<file path="config.mk">
export PLATFORM = sky130hd
export DESIGN_NAME = mc_control_fsm
export DESIGN_NICKNAME = d
export VERILOG_FILES = /design/src/rtl/mc_control_fsm.sv
export SDC_FILE = /design/constraint.sdc
export NUM_CORES = 1
export LEC_CHECK = 0
export ABC_AREA = 0
export CORE_MARGIN = 3
export CORE_UTILIZATION = 51
export CTS_BUF_LIST = sky130_fd_sc_hd__clkbuf_2
export CTS_CLUSTER_SIZE = 8
export DETAILED_ROUTE_END_ITERATION = 12
export PLACE_DENSITY = 0.87
export SLEW_MARGIN = 5
export SYNTH_ARGS = -nofsm -noshare
export SYNTH_HDL_FRONTEND = slang
export SYNTH_SLANG_ARGS = --single-unit
</file>
<file path="constraint.sdc">
create_clock -name clk_i -period 2.6 [get_ports clk_i]
set_input_delay 0.52 -clock clk_i [delete_from_list [all_inputs] [get_ports clk_i]]
set_output_delay 0.52 -clock clk_i [all_outputs]
set_load 0.01 [all_outputs]
</file>
<file path="src/rtl/mc_control_fsm.sv">
// Multi-cycle MIPS control unit: walks each instruction through fetch/decode/execute/memory/
// writeback and drives the datapath controls, with memory-ready timeout and a retire counter.
module mc_control_fsm #(
    parameter int unsigned OP_W        = 6,
    parameter int unsigned ALU_OP_W    = 3,
    parameter int unsigned MEM_TIMEOUT = 16,
    parameter int unsigned CNT_W       = 32
) (
    input  logic                clk_i,
    input  logic                rst_i,
    input  logic [OP_W-1:0]     instr_op_i,
    input  logic                mem_ready_i,
    output logic                pc_write_o,
    output logic                pc_write_cond_o,
    output logic                branch_ne_o,
    output logic [1:0]          pc_src_o,
    output logic                ir_write_o,
    output logic                iord_o,
    output logic                mem_read_o,
    output logic                mem_write_o,
    output logic                mem_to_reg_o,
    output logic                reg_dst_o,
    output logic                reg_write_o,
    output logic                alu_src_a_o,
    output logic [1:0]          alu_src_b_o,
    output logic [ALU_OP_W-1:0] alu_op_o,
    output logic                illegal_o,
    output logic                err_o,
    output logic [3:0]          state_o,
    output logic [CNT_W-1:0]    instr_cnt_o
);

    typedef enum logic [3:0] {
        StFetch   = 4'd0,
        StDecode  = 4'd1,
        StMemAddr = 4'd2,
        StMemRd   = 4'd3,
        StMemWb   = 4'd4,
        StMemWr   = 4'd5,
        StExecR   = 4'd6,
        StAluWb   = 4'd7,
        StBranch  = 4'd8,
        StJump    = 4'd9,
        StExecI   = 4'd10,
        StError   = 4'd15
    } state_e;

    localparam logic [OP_W-1:0] OpRType = OP_W'(6'b000000);
    localparam logic [OP_W-1:0] OpAddi  = OP_W'(6'b001000);
    localparam logic [OP_W-1:0] OpSlti  = OP_W'(6'b001010);
    localparam logic [OP_W-1:0] OpLw    = OP_W'(6'b100011);
    localparam logic [OP_W-1:0] OpSw    = OP_W'(6'b101011);
    localparam logic [OP_W-1:0] OpBeq   = OP_W'(6'b000100);
    localparam logic [OP_W-1:0] OpBne   = OP_W'(6'b000101);
    localparam logic [OP_W-1:0] OpJ     = OP_W'(6'b000010);

    // Wide enough to hold MEM_TIMEOUT plus headroom; the counter saturates.
    localparam int unsigned      WaitW     = $clog2(MEM_TIMEOUT + 2);
    localparam logic [WaitW-1:0] WaitLimit = WaitW'(MEM_TIMEOUT);

    state_e           stateQ, stateD;
    logic [WaitW-1:0] waitQ, waitD, waitInc;
    logic [CNT_W-1:0] cntQ, cntD;
    logic             waiting, timeout, retire;
    logic [2:0]       aluOp;

    always_comb begin
        waitInc = (waitQ == {WaitW{1'b1}}) ? waitQ : waitQ + 1'b1;
        waiting = (stateQ == StFetch) || (stateQ == StMemRd) || (stateQ == StMemWr);
        // Ready in the limit cycle wins, so the timeout needs ready still low.
        timeout = (MEM_TIMEOUT != 0) && !mem_ready_i && (waitInc >= WaitLimit);
        waitD   = (waiting && !mem_ready_i) ? waitInc : '0;
    end

    always_comb begin
        stateD          = stateQ;
        pc_write_o      = 1'b0;
        pc_write_cond_o = 1'b0;
        branch_ne_o     = 1'b0;
        pc_src_o        = 2'b00;
        ir_write_o      = 1'b0;
        iord_o          = 1'b0;
        mem_read_o      = 1'b0;
        mem_write_o     = 1'b0;
        mem_to_reg_o    = 1'b0;
        reg_dst_o       = 1'b0;
        reg_write_o     = 1'b0;
        alu_src_a_o     = 1'b0;
        alu_src_b_o     = 2'b00;
        aluOp           = 3'b000;
        illegal_o       = 1'b0;
        err_o           = 1'b0;

        unique case (stateQ)
            StFetch: begin
                mem_read_o  = 1'b1;
                alu_src_b_o = 2'b01;
                ir_write_o  = mem_ready_i;
                pc_write_o  = mem_ready_i;
                if (mem_ready_i) stateD = StDecode;
                else if (timeout) stateD = StError;
            end
            StDecode: begin
                alu_src_b_o = 2'b11;
                case (instr_op_i)
                    OpRType:       stateD = StExecR;
                    OpAddi, OpSlti: stateD = StExecI;
                    OpLw, OpSw:    stateD = StMemAddr;
                    OpBeq, OpBne:  stateD = StBranch;
                    OpJ:           stateD = StJump;
                    default: begin
                        illegal_o = 1'b1;
                        stateD    = StFetch;
                    end
                endcase
            end
            StExecR: begin
                alu_src_a_o = 1'b1;
                aluOp       = 3'b010;
                stateD      = StAluWb;
            end
            StExecI: begin
                alu_src_a_o = 1'b1;
                alu_src_b_o = 2'b10;
                aluOp       = (instr_op_i == OpSlti) ? 3'b100 : 3'b000;
                stateD      = StAluWb;
            end
            StAluWb: begin
                reg_write_o = 1'b1;
                reg_dst_o   = (instr_op_i == OpRType);
                stateD      = StFetch;
            end
            StMemAddr: begin
                alu_src_a_o = 1'b1;
                alu_src_b_o = 2'b10;
                stateD      = (instr_op_i == OpLw) ? StMemRd : StMemWr;
            end
            StMemRd: begin
                iord_o     = 1'b1;
                mem_read_o = 1'b1;
                if (mem_ready_i) stateD = StMemWb;
                else if (timeout) stateD = StError;
            end
            StMemWb: begin
                reg_write_o  = 1'b1;
                mem_to_reg_o = 1'b1;
                stateD       = StFetch;
            end
            StMemWr: begin
                iord_o      = 1'b1;
                mem_write_o = 1'b1;
                if (mem_ready_i) stateD = StFetch;
                else if (timeout) stateD = StError;
            end
            StBranch: begin
                alu_src_a_o     = 1'b1;
                aluOp           = 3'b001;
                pc_write_cond_o = 1'b1;
                branch_ne_o     = (instr_op_i == OpBne);
                pc_src_o        = 2'b01;
                stateD          = StFetch;
            end
            StJump: begin
                pc_write_o = 1'b1;
                pc_src_o   = 2'b10;
                stateD     = StFetch;
            end
            StError: err_o = 1'b1;
            default: stateD = StFetch;
        endcase

        alu_op_o    = ALU_OP_W'(aluOp);
        state_o     = stateQ;
        instr_cnt_o = cntQ;

        // Outputs read as zero for the whole reset cycle, whatever state is held.
        if (rst_i) begin
            pc_write_o      = 1'b0;
            pc_write_cond_o = 1'b0;
            branch_ne_o     = 1'b0;
            pc_src_o        = 2'b00;
            ir_write_o      = 1'b0;
            iord_o          = 1'b0;
            mem_read_o      = 1'b0;
            mem_write_o     = 1'b0;
            mem_to_reg_o    = 1'b0;
            reg_dst_o       = 1'b0;
            reg_write_o     = 1'b0;
            alu_src_a_o     = 1'b0;
            alu_src_b_o     = 2'b00;
            alu_op_o        = '0;
            illegal_o       = 1'b0;
            err_o           = 1'b0;
            state_o         = 4'd0;
            instr_cnt_o     = '0;
        end
    end

    always_comb begin
        retire = (stateD == StFetch) &&
                 (stateQ inside {StAluWb, StMemWb, StMemWr, StBranch, StJump});
        cntD   = retire ? cntQ + 1'b1 : cntQ;
    end

    always_ff @(posedge clk_i) begin
        if (rst_i) begin
            stateQ <= StFetch;
            waitQ  <= '0;
            cntQ   <= '0;
        end else begin
            stateQ <= stateD;
            waitQ  <= waitD;
            cntQ   <= cntD;
        end
    end

endmodule

</file>
Yosys cells after proc, flatten, opt, wreduce, memory -nomap -nowiden. Cells that the tools add are included.

Output and inout bits: 56. Bits in latches: 0. Bits of input ports: 9. Flip-flop bits (word level): 41. Bits in read-only memories: 0. Word-level logic and storage cells: 91. Memories kept: 0. Memory bits (writable): 0.

$add $sub $neg: 2. Reduce and logical (&&, ||, !) cells: 21. Muxes and demuxes: 44. Shift operators: 0. Order comparisons: 1. Div/mod/pow operators: 0. Multiply operators: 0. Eq/ne operators: 19. Bitwise logic cells: 1.

Operators by type and width (count): $add A32 B1 Y32 const B (1); $mux W32 (1); $pmux W4 S7 (1); $mux W1 (26); $mux W4 (5); $pmux W4 S5 (1); $reduce_or A2 Y1 (9); $eq A4 B3 Y1 const B (4); $eq A4 B4 Y1 const B (4); $eq A6 B3 Y1 const B (2); $eq A6 B4 Y1 const B (2); $eq A6 B6 Y1 const B (2); $mux W3 (3); $pmux W3 S3 (1); $eq A4 B2 Y1 const B (2); $logic_not A4 Y1 (2); $reduce_or A8 Y1 (1); $eq A6 B2 Y1 const B (1); $logic_not A6 Y1 (1); $pmux W2 S3 (1); $add A5 B1 Y5 const B (1); $eq A5 B5 Y1 const B (1); $ge A5 B5 Y1 const B (1); $mux W5 (1); 10 further kinds (14).

Logic depth before layout (Yosys ltp). Gate-level depths: netlist of the first run.

Depth in word-level cells: 9. Gate-level depth with buffers: 8. Gate-level depth less buffers: 6.

Worst setup path after synthesis of the first run. Ideal clock, no wire load.

Kind: input -> output. Start point: input rst_i. End point: output branch_ne_o. Required time: 2.080 ns. Data arrival time: 1.711 ns. Buffers on the path: 2. Stages: 5. Slack: 0.369 ns. Cell sequence: clkbuf_1 -> clkbuf_1 -> nor4_1 -> inv_1 -> nor2_1.

Word-level cells in the longest chain between the ends: 1.

Ends and longest elaborated chain: start: declaration (RTL line 10) `input logic rst_i,`; $mux W1 (RTL line 177) `if (rst_i) begin`; end: declaration (RTL line 15) `output logic branch_ne_o,`.

Every way passes these cells.

Worst setup path in the final report of the first run.
Start point: input instr_op_i[0]. End point: output illegal_o.

Word-level cells in the longest chain between the ends: 5. Elaborated cells between the ends (all ways): 12. Classes of those cells: 7 x eq/ne; 3 x mux; 2 x reduce/logical.

Ends and longest elaborated chain: start: declaration (RTL line 11) `input logic [OP_W-1:0] instr_op_i,`; $eq A6 B4 Y1 (tied with other cells) (RTL line 105) `case (instr_op_i)`; $reduce_or A8 Y1 (no line) *; $mux W1 * (RTL line 105); $mux W1 * (RTL line 94) `unique case (stateQ)`; $mux W1 * (RTL line 177); end: declaration (RTL line 27) `output logic illegal_o,`.

Every way passes the cells marked *; elsewhere a longest branch is shown, timed or not.

==> results of run 1 <==
[flip-flops by register name, indices dropped and copies added (netlist names), named ones only]
signal  count
cntQ       32
stateQ      4
waitQ       4
[worst max-delay path, delay by kind of cell]
kind / cells / cell delay (ps)
buffers and inverters: 2 / 700
AND/OR/NAND/NOR: 2 / 460
AO/OA/AOI/OAI: 2 / 340
[routing by layer]
layer,share of wire,up-vias
met5,0,-
met4,0.0099,0
met3,0.066,5
met2,0.49,110
met1,0.43,1393
li1,-,1433
[logic make-up (layout without fill, tap and decap cells)]
family,count (synthesis),in the layout,synth area share
simple gates,190,190,0.402
compound gates,65,65,0.154
flops,41,41,0.308
buf+inv,34,109,0.0582
xor+xnor,12,12,0.0394
mux,7,7,0.0286
fa+ha+maj,2,2,0.00938
[final cells by class]
| type | instances | area, um2 | share of cell area |
|---|---|---|---|
| Multi-Input combinational cell | 276 | 1770 | 0.484 |
| Clock buffer | 5 | 25.0 | 0.00684 |
| Sequential cell | 41 | 833 | 0.228 |
| Clock inverter | 3 | 17.5 | 0.00479 |
| Timing Repair Buffer | 93 | 898 | 0.246 |
| Inverter | 8 | 30.0 | 0.00821 |
| Tap cell | 67 | 83.8 | 0.0229 |
[worst max path at each step]
stage / end
final: illegal_o
after global routing: branch_ne_o
after CTS: branch_ne_o
after detailed placement: illegal_o
after global placement: illegal_o
after floorplan: branch_ne_o
[layout by cell type (no fill, tap or decap), types with 12 or more instances in the layout]
cell / n
buf_4: 26
nor2b_1: 30
a21oi_1: 23
o31ai_1: 16
clkdlybuf4s50_1: 54
or4_1: 17
nand4_1: 12
nor2_1: 34
dfxtp_1: 37
nand2_1: 19
nand3_1: 17
[synthesized netlist by cell type (3+ instances only)]
master    number  area (um2)
inv_1          8        30.0
o22ai_1        3        18.8
o21ai_0        8        40.0
nand4_1       12        75.1
xnor2_1       10        87.6
or4_1         17         128
nor2b_1       31         194
o31ai_1       16         120
nor2_1        38         143
nand2_1       20        75.1
nand3_1       17        85.1
dfxtp_1       41         821
and4_1         4        35.0
nor4_1        12        75.1
or3_1          5        31.3
buf_4          3        22.5
nand2b_1       8        50.1
a211oi_1       3        22.5
a31oi_1        4        25.0
clkbuf_1      18        67.6
mux2_2         4        45.0
nor3_1        11        55.1
a21oi_1       23         115
[stage by stage]
stage	cell area [um2]	worst slack [ps]	std cells	total power (W)	util
after floorplan	2670	369	351	0.000710	-
after CTS	3530	-5.13	489	0.00105	0.723
after detailed placement	3460	-159	481	0.000771	0.709
final	3660	58.8	493	0.00105	0.749
after global placement	3460	-117	481	0.000768	0.709
after global routing	3660	-43.8	493	0.00110	0.749
[report_power, final]
group          leakage [nW]  switching, W  internal, W
clock network        0.0304      0.000219    0.0000635
registers             0.333    0.00000751     0.000631
logic                 0.956     0.0000694    0.0000613
[timing repair]
item / in CTS / in global routing
cloned: 0 / 0
buffers inserted: 0 / 4
setup endpoints to repair: 16 / 15
resized for setup: 12 / 19
hold buffers: 0 / 0
==> flow_summary_export.csv, run 1 <==
group,metric,value,unit
pwr,ir_worst_vdd,0.000293,V
floorplanning,core,4880,um2
layout,drive_gt1_frac,0.138,
setup_path,r2r_slack,300,ps
setup_path,cpPeakStageDelay,410,ps
place,gp_congestion,0.854,
worst_hold_path,hp-class,"reg2reg",
setup_path,reg2reg_to,"cntQ[17]",
clock_network,cts_sinks,41,
flow_run,drv_cap,0,
clock_network,cts_buffer_depth,2,
route,final_antenna_net_count,0,
layout,area_growth,37.1,%
route,wl,7.20,mm
logic_synthesis,syn_nets,362,
setup_path,crit_start,"instr_op_i[0]",
setup_path,reg2reg_depth,7,
logic_synthesis,yosysUniqueCellTypes,48,
floorplanning,fp.dieW,78.3,um
timing,setup_viol,0,
route,vias,2941,
timing,hold_viol_final,0,
grt,grt_use_met1,0.280,
setup_path,r2r_start,"stateQ[0]",
route,dr.pass1.iters,4,
pwr,p_leak,1.32,nW
status,status,"finished, final reports clean",
floorplanning,die_h,78.3,um
grt,busiest_layer,"met2",
setup_path,endpoint_kind,"output pin",
grt,grt_pass1_wl,11.5,mm
floorplanning,rows,25,
logic_synthesis,yosysWarnings,0,
layout,fillers,362,
route,routed_via_density,5.97,
timing,fin_crit_sh,0.977,
layout,diodes,0,
setup_path,crit_type,"in2out",
worst_hold_path,min_path_cells,2,
grt,grt_pass1_vias,2594,
logic_synthesis,yosysSeqAreaShare,0.308,
logic_synthesis,postSynth.asyncResetShare,0,
timing,fin_crit,2540,ps
worst_hold_path,min_to,"cntQ[31]",
logic_synthesis,synth_edf_count,0,
clock_network,root_buffer,"clkbuf_2",
setup_path,path_max_fanout,2,
clock_network,htreeDepth,2,
clock_network,numCtsBuffers,5,
clock_network,insertion_delay,420,ps
logic_synthesis,synthCells,351,
setup_path,crit_required,2080,ps
timing,hold_slack,497,ps
grt,grt-ovfl-total,0,
place,dpl.hpwl,4.98,mm
place,port_buffers,64,
timing,setup_tns,0,ps
clock_network,cts_tree,"done",
logic_synthesis,syn-cell-area,2670,um2
route,wl_per_cell,14.6,um
grt,met3_usage,0.0505,
logic_synthesis,ys_ff_latch,41,
grt,antenna_found_initial,0,
timing,slew_headroom,0.613,
floorplanning,die_area,6130,um2
floorplanning,num_io_pins,65,
layout,fin_nets,436,
logic_synthesis,synth-main-ff-cell,"dfxtp_1",
pwr,powerDensity,288,nW/um2
grt,use_met2,0.389,
timing,fmax,394,MHz
floorplanning,start_util,0.547,
worst_hold_path,min-delay-start,"cntQ[31]",
logic_synthesis,postSynthAreaPerCell,7.60,um2
timing,finalClockSkew,22.9,ps
setup_path,arrival,2020,ps
timing,grt_setup_unrepaired,"true",
route,drtIter0Drc,203,
setup_path,path_cells,"clkdlybuf4s50_1 > or3_1 > a211o_1 > nand3_1 > a21oi_1 > dlygate4sd2_1",
setup_path,critPathSlowestCell,"clkdlybuf4s50_1",
clock_network,path_clk_slew,220,ps
timing,report.final.slew_viol_count,0,
route,drc_errors,0,
grt,grt_usage,0.224,
setup_path,critPathLaunchType,"primary input",
grt,grt_max_degree,59,
timing,tightest_slew,579,ps
Power figures use the tool's default switching activity.
==> run 2: changes to the inputs <==
--- a/config.mk
+++ b/config.mk
@@ -9,9 +9,11 @@
 export CORE_MARGIN = 3
 export CORE_UTILIZATION = 51
 export CTS_BUF_LIST = sky130_fd_sc_hd__clkbuf_2
+export CTS_CLUSTER_DIAMETER = 150
 export CTS_CLUSTER_SIZE = 8
 export DETAILED_ROUTE_END_ITERATION = 12
 export PLACE_DENSITY = 0.87
+export REMOVE_ABC_BUFFERS = 1
 export SLEW_MARGIN = 5
 export SYNTH_ARGS = -nofsm -noshare
 export SYNTH_HDL_FRONTEND = slang
==> run 2 against run 1 <==
Effect of this change: final cell count unchanged; critical endpoint unchanged; global-route usage up 0.75 points; first-iteration DRC count shrank 16%.
==> flow_summary_export.csv, run 2 (synthesized netlist as in run 1, its figures left out) <==
group,metric,value,unit
floorplanning,fp.dieW,78.3,um
clock_network,root_buffer,"clkbuf_2",
setup_path,path_cells,"clkdlybuf4s50_1 > or3_1 > a211o_1 > nand3_1 > a21oi_1 > dlygate4sd2_1",
layout,final_cell_mix,"clkdlybuf4s50_1, dfxtp_1, nor2_1, nor2b_1, buf_4",
timing,setup_tns,0,ps
timing,hold_slack,492,ps
floorplanning,core,4880,um2
layout,diodes,0,
route,dr.pass1.iters,4,
clock_network,cts_tree,"done",
route,drtIter0Drc,171,
flow_run,drv_cap,0,
setup_path,crit_required,2080,ps
grt,grt_usage,0.232,
route,wl,6.99,mm
status,status,"finished, final reports clean",
place,place_area,3490,um2
setup_path,critPathSlowestCell,"clkdlybuf4s50_1",
place,port_buffers,64,
timing,report.final.slew_viol_count,0,
timing,tightest_slew,558,ps
grt,grt_pass1_wl,11.9,mm
layout,fin_nets,436,
clock_network,htreeDepth,2,
timing,finalClockSkew,30.3,ps
route,vias,2867,
floorplanning,start_util,0.547,
setup_path,cpPeakStageDelay,410,ps
clock_network,insertion_delay,390,ps
grt,antenna_found_initial,0,
timing,grt_setup_unrepaired,"false",
route,final_antenna_net_count,0,
floorplanning,rows,25,
route,wl_per_cell,14.2,um
place,dp_slack,-155,ps
grt,grt_pass1_vias,2722,
worst_hold_path,hp-class,"reg2reg",
layout,largest_reg_flops,32,
timing,hold_viol_final,0,
floorplanning,num_io_pins,65,
timing,timing.final.ws_setup,49.4,ps
layout,layout_commonest_cell,"clkdlybuf4s50_1",
place,gp_congestion,0.850,
layout,area_growth,35.8,%
timing,fmax,392,MHz
timing,setup_viol,0,
layout,top_register,"cntQ",
clock_network,cts_sinks,41,
pwr,p_leak,1.28,nW
pwr,powerDensity,312,nW/um2
grt,grt_max_degree,53,
pwr,ir_worst_vdd,0.000353,V
route,drc_errors,0,
grt,grt-ovfl-total,0,
clock_network,cts_buffer_depth,2,
layout,final_core_util,0.743,
place,dpl.hpwl,5.25,mm
setup_path,endpoint_kind,"output pin",
setup_path,path_max_fanout,2,
layout,final_area,3620,um2
timing,fin_crit_sh,0.981,
clock_network,numCtsBuffers,5,
floorplanning,die_h,78.3,um
setup_path,critPathLaunchType,"primary input",
route,routed_via_density,5.82,
timing,fin_crit,2550,ps
setup_path,crit_type,"in2out",
layout,drive_gt1_frac,0.138,
setup_path,arrival,2030,ps
timing,slew_headroom,0.627,
clock_network,path_clk_slew,220,ps
layout,top_regs,"cntQ (32), stateQ (4), waitQ (4)",
floorplanning,die_area,6130,um2
-- run 2: cell types whose count changed in the layout (fill, tap and decap cells not counted), sizes merged --
| cell | change |
|---|---|
| buf | +1 |
| bufinv | +1 |
| clkbuf | +1 |
| clkdlybuf4s50 | +1 |
| clkinv | -2 |
| dlymetal6s2s | -2 |
-- run 2: cell type report --
| cell class | count | area (um2) |
|---|---|---|
| Clock buffer | 6 | 30.0 |
| Multi-Input combinational cell | 276 | 1730 |
| Timing Repair Buffer | 93 | 878 |
| Clock inverter | 2 | 33.8 |
| Inverter | 8 | 30.0 |
| Tap cell | 67 | 83.8 |
| Sequential cell | 41 | 833 |
| Fill cell | 381 | 1260 |
-- run 2: critical path: cells and delay by family --
kind | cells | cell delay (ps)
AO/OA/AOI/OAI | 2 | 350
buffers and inverters | 2 | 700
AND/OR/NAND/NOR | 2 | 470
-- run 2: stage by stage --
| step | instances | total power (W) |
|---|---|---|
| floorplan | 325 | 0.000692 |
| global placement | 485 | 0.000771 |
| detailed placement | 485 | 0.000774 |
| CTS | 493 | 0.00114 |
| global route | 493 | 0.00117 |
| finish | 493 | 0.00113 |
-- run 2: repair_timing --
item	CTS	global route
endpoints found under the setup margin	13	7
hold endpoints to repair	0	0
hold buffers	0	0
setup buffers	0	0
resized for setup	13	12
-- run 2: final timing paths --
kind | startpoint | endpoint | slack, ps | cells past startpoint
hold / removal | cntQ[31] | cntQ[31] | 490 | 2
setup reg to reg | stateQ[2] | cntQ[15] | 380 | 7
hold reg to reg | cntQ[31] | cntQ[31] | 490 | 2
setup / recovery | instr_op_i[0] | illegal_o | 50 | 6
-- run 2: report_power, final --
group	leakage, nW	switching, W	internal (W)
combinational	0.903	0.0000664	0.0000593
clock	0.0406	0.000204	0.000164
sequential	0.333	0.00000721	0.000631
total	1.28	0.000277	0.000854
-- run 2: layer usage --
metal	up-vias	GRT usage	part of all wire
met1	1345	0.283	0.44
met2	77	0.412	0.51
met3	6	0.0436	0.043
met4	0	0.0682	0.0079
li1	1439	-	-
met5	-	0	0
==> run 3: changes to the inputs <==
--- a/config.mk
+++ b/config.mk
@@ -7,12 +7,12 @@
 export LEC_CHECK = 0
 export ABC_AREA = 0
 export CORE_MARGIN = 3
-export CORE_UTILIZATION = 51
+export CORE_UTILIZATION = 55
 export CTS_BUF_LIST = sky130_fd_sc_hd__clkbuf_2
 export CTS_CLUSTER_DIAMETER = 150
 export CTS_CLUSTER_SIZE = 8
 export DETAILED_ROUTE_END_ITERATION = 12
-export PLACE_DENSITY = 0.87
+export PLACE_DENSITY = 0.93
 export REMOVE_ABC_BUFFERS = 1
 export SLEW_MARGIN = 5
 export SYNTH_ARGS = -nofsm -noshare
==> constraint.sdc (replaced) <==
create_clock -name clk_i -period 3.2 [get_ports clk_i]
set_input_delay 0.64 -clock clk_i [delete_from_list [all_inputs] [get_ports clk_i]]
set_output_delay 0.64 -clock clk_i [all_outputs]
set_load 0.01 [all_outputs]
==> run 3 against run 2 <==
Effect of this change: routed wire length shrank 6.2%; register-to-register slack better by 340 ps; non-clock buffer count fell by 21; global-route usage is 0.17 points higher; via count fell by 3.3%; sequential power is 19% lower; final cell count shrank 7.3%; die area decreased by 6.7%; flip-flop and latch count is the same; critical endpoint is now alu_op_o[2]; largest power group unchanged; highest routed layer unchanged.
==> flow_summary_export.csv, run 3 (synthesized netlist as in run 1, its figures left out) <==
group,metric,value,unit
clock_network,cts_tree,"done",
layout,drive_gt1_frac,0.0667,
clock_network,cts_sinks,41,
pwr,pwr-share-clk,0.335,
setup_path,path_cells,"clkdlybuf4s50_1 > nor2_1 > nand3_1 > nor3_1 > clkdlybuf4s50_1",
timing,hold_viol_final,0,
pwr,p_int,0.000680,W
setup_path,cpPeakStageDelay,590,ps
layout,top_regs,"cntQ (32), stateQ (4), waitQ (4)",
layout,largest_reg_flops,32,
route,routed_via_density,6.07,
place,port_buffers,64,
route,dr.pass1.iters,4,
place,dpl.hpwl,4.80,mm
status,status,"finished, final reports clean",
worst_hold_path,hp-class,"reg2reg",
route,vias,2772,
floorplanning,core,4500,um2
layout,final_cell_mix,"clkdlybuf4s50_1, dfxtp_1, nor2_1, nor2b_1, a21oi_1",
grt,grt-ovfl-total,0,
grt,grt_pass1_vias,2462,
route,drtIter0Drc,197,
grt,met3_usage,0.0449,
grt,grt_use_met1,0.290,
flow_run,drv_cap,0,
layout,diodes,0,
timing,fin_crit_sh,0.966,
pwr,ir_worst_vdd,0.000274,V
timing,setup_viol,0,
pwr,p_leak,1.06,nW
layout,layout_commonest_cell,"clkdlybuf4s50_1",
route,wl,6.55,mm
grt,busiest_layer,"met2",
setup_path,path_max_fanout,7,
route,wl_per_cell,14.3,um
pwr,p_sw_frac,0.253,
clock_network,numCtsBuffers,5,
layout,fillers,371,
setup_path,critPathLaunchType,"primary input",
floorplanning,rows,24,
floorplanning,die_area,5720,um2
timing,fin_crit,3090,ps
timing,setup_tns,0,ps
setup_path,endpoint_kind,"output pin",
clock_network,cts_hold_buffers,0,
route,drc_errors,0,
setup_path,crit_required,2560,ps
timing,fmax,323,MHz
timing,tightest_slew,633,ps
layout,area_growth,26.5,%
setup_path,crit_type,"in2out",
layout,fin_cells,457,
timing,slew_headroom,0.577,
grt,grt_usage,0.233,
layout,fin_nets,415,
clock_network,cts_buffer_depth,2,
floorplanning,fp.dieW,75.6,um
route,final_antenna_net_count,0,
floorplanning,start_util,0.592,
clock_network,insertion_delay,420,ps
floorplanning,die_h,75.6,um
setup_path,arrival,2450,ps
pwr,pwr-share-seq,0.570,
grt,use_met2,0.408,
clock_network,root_buffer,"clkbuf_2",
clock_network,cts_setup_buffers,0,
grt,grt_pass1_wl,10.6,mm
pwr,p_sw,0.000231,W
floorplanning,num_io_pins,65,
place,dp.cells,449,
pwr,powerDensity,270,nW/um2
grt,grt_max_degree,55,
clock_network,path_clk_slew,220,ps
setup_path,cpMostUsedCell,"clkdlybuf4s50_1",
layout,top_register,"cntQ",
pwr,p_comb_frac,0.095,
timing,report.final.slew_viol_count,0,
setup_path,critPathSlowestCell,"clkdlybuf4s50_1",
timing,grt_setup_unrepaired,"false",
grt,antenna_found_initial,0,
timing,finalClockSkew,21.0,ps
place,gp_congestion,0.817,
clock_network,htreeDepth,2,
-- run 3: cell types whose count changed in the layout (fill, tap and decap cells not counted), sizes merged --
cell | previous run | this run
clkbuf | 6 | 5
clkinvlp | 0 | 1
dlymetal6s2s | 6 | 0
buf | 30 | 9
clkdlybuf4s50 | 55 | 63
dlygate4sd2 | 2 | 0
-- run 3: worst max-delay path: cells and delay by family --
kind,cells,cell delay [ps]
buffers and inverters,2,1100
and+or+nand+nor,3,710
-- run 3: stage by stage --
step	power [W]	util	setup WS [ps]	instance area [um2]	hold WS (ps)
6_report	0.000911	0.749	108	3370	492
2_1_floorplan	0.000562	-	805	2540	435
4_1_cts	0.000912	0.748	89.3	3370	494
3_5_place_dp	0.000614	0.733	147	3300	470
5_1_grt	0.000942	0.749	10.1	3370	520
3_3_place_gp	0.000612	0.733	167	3300	458
-- run 3: layout make-up --
type	count	area (um2)	area share
clock buffer	5	25.0	0.00742
timing repair buffer	72	696	0.206
clock inverter	3	41.3	0.0122
sequential	41	822	0.244
inverter	8	30.0	0.00890
tap	52	65.1	0.0193
multi-input combinational	276	1690	0.502
-- run 3: timing repair --
action | 4_1_cts | 5_1_grt
hold endpoints to repair | 0 | 0
gates resized for setup | 0 | 2
endpoints found under the setup margin | 0 | 2
-- run 3: power groups by stage --
stage | registers, W | clock network (W) | logic, W
6_report | 0.000519 | 0.000305 | 0.0000861
4_1_cts | 0.000519 | 0.000308 | 0.0000851
5_1_grt | 0.000520 | 0.000328 | 0.0000935
3_5_place_dp | 0.000529 | 0 | 0.0000846
3_3_place_gp | 0.000529 | 0 | 0.0000830
2_1_floorplan | 0.000530 | 0 | 0.0000324
-- run 3: path summary, 6_finish.rpt --
| path | start | endpoint | slack [ps] | cells after the start |
|---|---|---|---|---|
| hold reg to reg | cntQ[30] | cntQ[30] | 490 | 2 |
| setup reg to reg | stateQ[2] | cntQ[29] | 720 | 7 |
| setup / recovery | instr_op_i[2] | alu_op_o[2] | 110 | 5 |
| hold / removal | cntQ[30] | cntQ[30] | 490 | 2 |
-- run 3: metal layers --
layer  part of all wire  routed length (um)  vias up
met3              0.059                 386        8
met4             0.0090                  59        0
met1               0.43                2830     1284
li1                   -                   -     1394
met5                  0                   0        -
met2               0.50                3280       86
